**config.mk**
```make
export PLATFORM = sky130hd
export DESIGN_NAME = apb_spi_prog_master
export DESIGN_NICKNAME = d
export VERILOG_FILES = /design/src/rtl/apb_spi_prog_master.sv
export SDC_FILE = /design/constraint.sdc
export NUM_CORES = 1
export LEC_CHECK = 0
export CAP_MARGIN = 10
export CELL_PAD_IN_SITES_DETAIL_PLACEMENT = 0
export CELL_PAD_IN_SITES_GLOBAL_PLACEMENT = 1
export CORE_AREA = 2 2 150 152
export CTS_CLUSTER_DIAMETER = 100
export DETAILED_ROUTE_END_ITERATION = 7
export DIE_AREA = 0 0 152 154
export GPL_TIMING_DRIVEN = 0
export PLACE_DENSITY_LB_ADDON = 0.08
export SYNTH_ARGS = -nofsm -noshare
export SYNTH_HDL_FRONTEND = slang
export SYNTH_SLANG_ARGS = --single-unit
```
**constraint.sdc**
```tcl
create_clock -name PCLK -period 3.55 [get_ports PCLK]
set_clock_uncertainty 0.1 [all_clocks]
set_input_delay 0.355 -clock PCLK [delete_from_list [all_inputs] [get_ports PCLK]]
set_output_delay 0.355 -clock PCLK [all_outputs]
set_load 0.1 [all_outputs]
```
**src/rtl/apb_spi_prog_master.sv**
```systemverilog
// APB-programmable SPI master: CTRL/DIV/STATUS registers, TX/RX byte FIFOs and a
// LEAD/SHIFT/LAG shift engine with selectable CPOL, CPHA and bit order.
module apb_spi_prog_master #(
    parameter int APB_WIDTH  = 32,
    parameter int FIFO_DEPTH = 8,
    parameter int DIV_WIDTH  = 8
) (
    input  logic                 PCLK,
    input  logic                 PRESETN,
    input  logic                 PSEL,
    input  logic                 PENABLE,
    input  logic                 PWRITE,
    input  logic [7:0]           PADDR,
    input  logic [APB_WIDTH-1:0] PWDATA,
    output logic [APB_WIDTH-1:0] PRDATA,
    output logic                 PREADY,
    output logic                 PSLVERR,
    output logic                 IRQ_request,
    input  logic                 MISO,
    output logic                 MOSI,
    output logic                 SCK,
    output logic                 NSS
);
    localparam int AW = $clog2(FIFO_DEPTH);
    localparam logic [AW:0] FULL_CNT = (AW+1)'(FIFO_DEPTH);

    typedef enum logic [1:0] {S_IDLE, S_LEAD, S_SHIFT, S_LAG} state_t;
    state_t state_q, state_d;

    logic [4:0]           ctrl_q, ctrl_d;
    logic [DIV_WIDTH-1:0] div_q, div_d, div_l_q, cnt_q;
    logic                 cpol_l_q, cpha_l_q, lsbf_l_q;
    logic                 done_q, done_d, ovr_q, ovr_d, irq_q;
    logic                 sck_q, nss_q, mosi_q, rx_push_q;
    logic [3:0]           edge_q;
    logic [7:0]           tx_sr_q, rx_sr_q;

    logic [7:0]    tx_mem_q [FIFO_DEPTH];
    logic [7:0]    rx_mem_q [FIFO_DEPTH];
    logic [AW-1:0] tx_wp_q, tx_rp_q, rx_wp_q, rx_rp_q;
    logic [AW:0]   tx_cnt_q, rx_cnt_q;

    logic access, wr, rd, sel_ctrl, sel_div, sel_tx, sel_rx, sel_stat;
    logic tx_full, tx_empty, rx_full, rx_empty, tx_push, tx_pop, rx_push, rx_pop;
    logic tick, last_edge, load, done_set, busy, cpha_e, lsbf_e;
    logic shift_ev, mosi_ev, samp_ev;
    logic [7:0] tx_head;
    logic unused_pwdata;

    assign access   = PSEL & PENABLE;
    assign wr       = access & PWRITE;
    assign rd       = access & ~PWRITE;
    assign sel_ctrl = PADDR == 8'h00;
    assign sel_div  = PADDR == 8'h04;
    assign sel_tx   = PADDR == 8'h08;
    assign sel_rx   = PADDR == 8'h0C;
    assign sel_stat = PADDR == 8'h10;
    assign unused_pwdata = &{1'b0, PWDATA};

    assign tx_full  = tx_cnt_q == FULL_CNT;
    assign tx_empty = tx_cnt_q == '0;
    assign rx_full  = rx_cnt_q == FULL_CNT;
    assign rx_empty = rx_cnt_q == '0;
    assign tx_push  = wr & sel_tx & ~tx_full;
    assign rx_pop   = rd & sel_rx & ~rx_empty;
    // A pop in the same cycle frees the slot, so a full RX FIFO can still accept
    assign rx_push  = rx_push_q & (~rx_full | rx_pop);
    assign tx_head  = tx_mem_q[tx_rp_q];

    assign busy      = state_q != S_IDLE;
    assign tick      = cnt_q == div_l_q;
    assign last_edge = edge_q == 4'd15;
    assign cpha_e    = busy ? cpha_l_q : ctrl_q[2];
    assign lsbf_e    = busy ? lsbf_l_q : ctrl_q[4];
    assign shift_ev  = (state_q == S_SHIFT) & tick;
    // Even edge index = leading edge; CPHA selects which edge kind drives vs samples
    assign mosi_ev   = shift_ev & (edge_q[0] != cpha_l_q) & ~last_edge;
    assign samp_ev   = shift_ev & (edge_q[0] == cpha_l_q);

    assign PREADY      = 1'b1;
    assign SCK         = busy ? sck_q : ctrl_q[1];
    assign NSS         = nss_q;
    assign MOSI        = mosi_q;
    assign IRQ_request = irq_q;

    function automatic logic obit(input logic [7:0] b, input logic lsbf);
        return lsbf ? b[0] : b[7];
    endfunction

    function automatic logic [7:0] shf(input logic [7:0] b, input logic lsbf);
        return lsbf ? {1'b0, b[7:1]} : {b[6:0], 1'b0};
    endfunction

    always_comb begin
        state_d  = state_q;
        tx_pop   = 1'b0;
        load     = 1'b0;
        done_set = 1'b0;
        case (state_q)
            S_IDLE: if (ctrl_q[0] && !tx_empty) begin
                state_d = S_LEAD;
                tx_pop  = 1'b1;
                load    = 1'b1;
            end
            S_LEAD: if (tick) state_d = S_SHIFT;
            S_SHIFT: if (tick && last_edge) begin
                if (ctrl_q[0] && !tx_empty) begin
                    tx_pop = 1'b1;
                    load   = 1'b1;
                end else begin
                    state_d = S_LAG;
                end
            end
            S_LAG: if (tick) begin
                state_d  = S_IDLE;
                done_set = 1'b1;
            end
            default: state_d = S_IDLE;
        endcase
    end

    always_comb begin
        ctrl_d = ctrl_q;
        div_d  = div_q;
        if (wr && sel_ctrl) ctrl_d = PWDATA[4:0];
        if (wr && sel_div)  div_d  = PWDATA[DIV_WIDTH-1:0];
        done_d = done_set | (done_q & ~(wr & sel_stat & PWDATA[5]));
        ovr_d  = (rx_push_q & rx_full & ~rx_pop) | (ovr_q & ~(wr & sel_stat & PWDATA[6]));
    end

    always_comb begin
        PRDATA  = '0;
        PSLVERR = 1'b0;
        if (access && PRESETN) begin
            case (PADDR)
                8'h00: if (!PWRITE) PRDATA[4:0] = ctrl_q;
                8'h04: if (!PWRITE) PRDATA[DIV_WIDTH-1:0] = div_q;
                8'h08: if (PWRITE && tx_full) PSLVERR = 1'b1;
                8'h0C: if (!PWRITE) begin
                    if (rx_empty) PSLVERR = 1'b1;
                    else          PRDATA[7:0] = rx_mem_q[rx_rp_q];
                end
                8'h10: if (!PWRITE)
                    PRDATA[6:0] = {ovr_q, done_q, rx_empty, rx_full, tx_empty, tx_full, busy};
                default: PSLVERR = 1'b1;
            endcase
        end
    end

    always_ff @(posedge PCLK or negedge PRESETN) begin
        if (!PRESETN) begin
            state_q   <= S_IDLE;
            ctrl_q    <= '0;
            div_q     <= '0;
            div_l_q   <= '0;
            cnt_q     <= '0;
            cpol_l_q  <= 1'b0;
            cpha_l_q  <= 1'b0;
            lsbf_l_q  <= 1'b0;
            done_q    <= 1'b0;
            ovr_q     <= 1'b0;
            irq_q     <= 1'b0;
            sck_q     <= 1'b0;
            nss_q     <= 1'b1;
            mosi_q    <= 1'b0;
            rx_push_q <= 1'b0;
            edge_q    <= '0;
            tx_sr_q   <= '0;
            rx_sr_q   <= '0;
            tx_wp_q   <= '0;
            tx_rp_q   <= '0;
            rx_wp_q   <= '0;
            rx_rp_q   <= '0;
            tx_cnt_q  <= '0;
            rx_cnt_q  <= '0;
            for (int i = 0; i < FIFO_DEPTH; i++) begin
                tx_mem_q[i] <= '0;
                rx_mem_q[i] <= '0;
            end
        end else begin
            state_q <= state_d;
            ctrl_q  <= ctrl_d;
            div_q   <= div_d;
            done_q  <= done_d;
            ovr_q   <= ovr_d;
            irq_q   <= ctrl_d[3] & (done_d | ovr_d);

            if (!busy) begin
                cnt_q  <= '0;
                edge_q <= '0;
            end else begin
                cnt_q <= tick ? '0 : cnt_q + DIV_WIDTH'(1);
            end
            // Mode and divider are frozen for the whole burst
            if (load && !busy) begin
                cpol_l_q <= ctrl_q[1];
                cpha_l_q <= ctrl_q[2];
                lsbf_l_q <= ctrl_q[4];
                div_l_q  <= div_q;
                sck_q    <= ctrl_q[1];
                nss_q    <= 1'b0;
            end
            if (shift_ev) begin
                sck_q  <= ~sck_q;
                edge_q <= edge_q + 4'd1;
            end
            if (state_q == S_LAG && tick) nss_q <= 1'b1;

            if (load) begin
                tx_sr_q <= cpha_e ? tx_head : shf(tx_head, lsbf_e);
                if (!cpha_e) mosi_q <= obit(tx_head, lsbf_e);
            end else if (mosi_ev) begin
                mosi_q  <= obit(tx_sr_q, lsbf_l_q);
                tx_sr_q <= shf(tx_sr_q, lsbf_l_q);
            end
            if (samp_ev)
                rx_sr_q <= lsbf_l_q ? {MISO, rx_sr_q[7:1]} : {rx_sr_q[6:0], MISO};
            rx_push_q <= samp_ev & (edge_q[3:1] == 3'd7);

            if (tx_push) begin
                tx_mem_q[tx_wp_q] <= PWDATA[7:0];
                tx_wp_q           <= tx_wp_q + AW'(1);
            end
            if (tx_pop) tx_rp_q <= tx_rp_q + AW'(1);
            tx_cnt_q <= tx_cnt_q + (AW+1)'(tx_push) - (AW+1)'(tx_pop);

            if (rx_push) begin
                rx_mem_q[rx_wp_q] <= rx_sr_q;
                rx_wp_q           <= rx_wp_q + AW'(1);
            end
            if (rx_pop) rx_rp_q <= rx_rp_q + AW'(1);
            rx_cnt_q <= rx_cnt_q + (AW+1)'(rx_push) - (AW+1)'(rx_pop);
        end
    end
endmodule

```
Word level (Yosys, flattened, before mapping)
Index checks and enable logic that the tools add are counted.
Storage, ports and cells
  bits in registers: 208
  bits of input ports: 46
  output and inout bits: 38
  word-level logic and storage cells: 198
Cells by class
  add/subtract/negate cells: 10
  order comparisons: 6
  eq/ne operators: 21
  multiplexer cells: 60
  bitwise gates (word level): 38
  reduce and logical (&&, ||, !) cells: 23
Operators by type and width (number)
  $mux W8: 18
  $bwmux W64: 2
  $bmux W8 S3: 2
  $demux W8 S3: 2
  $and A1 B1 Y1: 21
  $mux W1: 20
  $pmux W5 S4: 1
  $eq A8 B4 Y1 const B: 2
  $ge A4 B4 Y1 const B: 4
  $not A3 Y4: 4
  $add A3 B1 Y3 const B: 4
  $eq A4 B4 Y1 const B: 3
  $mux W4: 3
  $logic_and A1 B1 Y1: 10
  $mux W2: 5
  $ne A2 B2 Y1 const B: 5
  $not A1 Y1: 9
  $add A4 B1 Y4: 2
  $add A8 B1 Y8 const B: 1
  $eq A8 B3 Y1 const B: 1
  $eq A8 B5 Y1 const B: 1
  $eq A8 B8 Y1: 1
  $logic_not A4 Y1: 2
  $logic_not A8 Y1: 1
  22 further kinds: 34

Depth between registers and ports, before layout
  depth in word-level cells: 9
  gate-level depth with buffers: 14
  gate-level depth less buffers: 13

Least setup slack after synthesis
Ideal clock, no wire load.
  path kind: in2out
  start: input port PADDR[1]
  end: output port PRDATA[3]
  data arrival time: 3.128 ns
  required time: 3.095 ns
  setup slack: -0.033 ns
  stages: 5
  buffers on the path: 0
  cells stage by stage: nor3_2 -> nand2_1 -> nor4b_2 -> a32oi_1 -> a31oi_1
Between the ends
  cells in the longest elaborated chain, start to end: 3
Ends and longest elaborated chain
  start, declared: line 13  | input logic [7:0] PADDR,
  $eq A8 B5 Y1, or another cell as far along: line 135  | case (PADDR)
  $pmux W5 S4 *: line 135
  $mux W8 *: line 134  | if (access && PRESETN) begin
  end, declared: line 15  | output logic [APB_WIDTH-1:0] PRDATA,
Mark *: on every way between the ends. The rest lies on a longest branch, timed or not.

Worst setup path in the final report
  start: register state_q[0]
  end: output port SCK
Between the ends
  cells in the longest elaborated chain, start to end: 2
Ends and longest elaborated chain
  start, declared: line 28  | state_t state_q, state_d;
  start signal, assigned: line 181  | state_q <= state_d;
  $reduce_bool A2 Y1: line 70  | assign busy = state_q != S_IDLE;
  $mux W1: line 81  | assign SCK = busy ? sck_q : ctrl_q[1];
  end, declared: line 21  | output logic SCK,
Every way passes these cells.

==> results.ini <==
[cts]
cts.sink_count=208
cts-root-buf=clkbuf_16
cts_tree=built
clockBufferDepth=3
insertion_delay_ns=0.53
path_clk_slew_ns=0.06
htreeDepth=1
cts_buffers=24

[critical_path]
r2r_setup_slack_ns=0.31
critPathKind=register to output port
critical-path-max-stage-delay_ns=1.12
cp_data_required_time_ns=3.09
cp_cell_sequence=inv_1 -> ha_1 -> clkbuf_1 -> mux2_2 -> clkdlybuf4s50_1
r2r-start=rx_cnt_q[2]
r2r-end=rx_cnt_q[1]
path_buf_inv=3
worstRegToRegCells=14
arrival_ns=2.91
start_kind=register
cp_slowest_cell=clkdlybuf4s50_1
critical_path.max_fanout=10
critPathTopFamily=buffers and inverters
cp-end-kind=output port

[detailed_routing]
viasPerCell=5.80
first_iter_violations=492
via_count=6821
route.antenna.remaining_nets=0
drcViolationCount=0
routed_wl_um=25000
wl_per_cell_um=21.3
dr.pass1.iters=6

[sta]
tightest_slew_ns=0.961
rsz0062_at_grt=false
slew_viol_final=0
finalWorstPathRequiredPeriod_ns=3.36
fin_hold_ws_ns=0.273
fin_ws_ns=0.188
fin_crit_sh=0.947
setup_viol=0
max-slew-margin-rel=0.358
hold_viol=0
fmax_mhz=297

[layout]
area_growth_pct=15.7
seqCellArea_mm2=0.00521
drive_gt1_frac=0.269
fill_cells=1831
multi_input_area_mm2=0.00471
diodes=0
fin_area_mm2=0.0118
layout.nets=948

[outcome]
outcome=finished clean

[floorplan]
dieArea_mm2=0.0234
die_y_um=154
rows=54
ios=84
core_mm2=0.0217
start_util=0.472
die_w_um=152

[hold_path]
hold_path_depth=4
min-delay-start=PWDATA[5]
hp-class=primary input to register
hold_end=done_q

[power_and_ir_drop]
power_density_mw_per_mm2=529
p_leak_nw=5.33
power_frac_seq=0.419
p_int_mw=4.37
combPwrFrac=0.180
power.share.clock=0.400
swShare=0.303
p_sw_mw=1.90
vdd_ir_drop_max_uv=378

[flow_run]
cap_violations=0

[logic_synthesis]
ys_ff_latch=208
synth_edf_count=0
synth_top_area_cell=dfrtp_1
postSynthAreaPerCell_um2=12.8
synth.distinct_cells=60
syn_area_mm2=0.0102
syn_inst=799
synthFlopType=dfrtp_1
yosys_warnings=0
synth_area_leaders=dfrtp_1, mux2_2, mux4_2
synth_most_common_cell=dfrtp_1
synth.top_cell.area_share=0.506
synth_common_cells=dfrtp_1, mux2_2, o2bb2ai_1, nand2_1, mux4_2
synthArstFlopShare=1.00
yosysSeqAreaShare=0.509

[global_routing]
first_global_vias=7027
antenna_found_initial=1
grtUsageTotal=0.215
grt_max_degree=121
grt.overflow.total=0
grt_pass1_wl_um=40000

[placed_design]
hpwlAfterDp_um=17000
dp_worst_setup_slack_ns=-0.583
gp_congestion=0.798
io_buffers=26
dpl-instance-area_mm2=0.0110

tightest hold or removal path, cell delays in order:
cell and delay (ns):
buf_1 0.22, nand3_1 0.14, nand2_1 0.07, nand2_1 0.07
metrics by stage:
step                       util  cells  TNS [ns]  power, mW
final                     0.546   1176         0       6.27
after global routing      0.546   1176         0       6.56
after CTS                 0.547   1174   -0.0567       6.34
after detailed placement  0.506   1129     -4.70       3.80
after global placement    0.505   1128  -1391.83       3.76
after floorplan               -    822         0       3.48
power groups by stage:
stage	logic, mW	registers, mW	clock network, mW
2_1_floorplan	0.794	2.68	0
3_3_place_gp	1.09	2.67	0
3_5_place_dp	1.13	2.67	0
4_1_cts	1.14	2.63	2.57
5_1_grt	1.25	2.65	2.67
6_report	1.13	2.63	2.51
sequential cells by signal, indices dropped and copies added (netlist names), 4 cells and up:
register / flops
edge_q: 4
tx_sr_q: 8
rx_mem_q: 64
div_l_q: 8
rx_sr_q: 8
div_q: 8
rx_cnt_q: 4
tx_mem_q: 64
tx_cnt_q: 4
cnt_q: 8
ctrl_q: 5
logic make-up (layout without fill, tap and decap cells):
family                     after synthesis  in the layout  share of synthesized area
adders and majority gates               23             23                     0.0296
other                                    2             25                   0.000734
xor gates and xnor gates                28             28                     0.0240
DFF                                    208            208                      0.509
buffers and inverters                   88            162                     0.0427
and+or+nand+nor                        162            162                     0.0858
muxes                                  159            159                      0.208
AOI/OAI and AO/OA                      129            129                      0.101
layer usage:
layer / track usage / up-vias / routed length (µm)
met5: 0 / - / 13
met4: 0.0498 / 2 / 491
met3: 0.0395 / 39 / 1210
met2: 0.352 / 171 / 12000
met1: 0.303 / 3523 / 11300
li1: - / 3086 / -
how the worst max path moves through the flow:
stage	from	endpoint	slack [ns]	cells past startpoint
6_report	state_q[0]	SCK	0.19	5
3_5_place_dp	PADDR[1]	PRDATA[1]	-0.58	7
2_1_floorplan	rx_rp_q[0]	PRDATA[0]	0.05	6
4_1_cts	rx_rp_q[0]	PRDATA[7]	-0.06	7
5_1_grt	rx_rp_q[0]	PRDATA[7]	0.03	7
3_3_place_gp	PRESETN	PRDATA[4]	-8.04	4
timing repair:
item / 4_1_cts / 5_1_grt
resized for setup: 32 / 15
hold buffers: 2 / 0
endpoints found under the hold margin: 89 / 0
setup buffers: 0 / 2
pin swaps: 0 / 1
setup endpoints to repair: 9 / 9
final cells by class:
class                      instances  area share
clock buffer                      33      0.0578
tap                              280      0.0296
sequential                       208       0.440
clock inverter                    10      0.0114
multi-input combinational        526       0.398
buffer                            64      0.0298
inverter                          24     0.00761
timing repair buffer              31      0.0264
layout by cell type (no fill, tap or decap), drive strengths merged, types with 3 or more instances in the layout:
master	count
dfrtp	207
nor4b	3
nor3b	3
and3	5
a222oi	11
clkbuf	56
mux4	32
clkinvlp	4
nand3	22
nor2	25
o21ai	17
mux2	107
nand4	6
conb	25
ha	21
xor2	9
clkinv	4
nor2b	4
a22oi	4
mux2i	20
inv	24
buf	53
o221ai	6
nand2b	11
nor4	4
a21oi	9
nand4b	4
nand3b	4
nand2	63
xnor2	19
clkdlybuf4s50	16
a31oi	3
nor3	3
o2bb2ai	64
No activity file was read; power rests on OpenSTA's default activity.
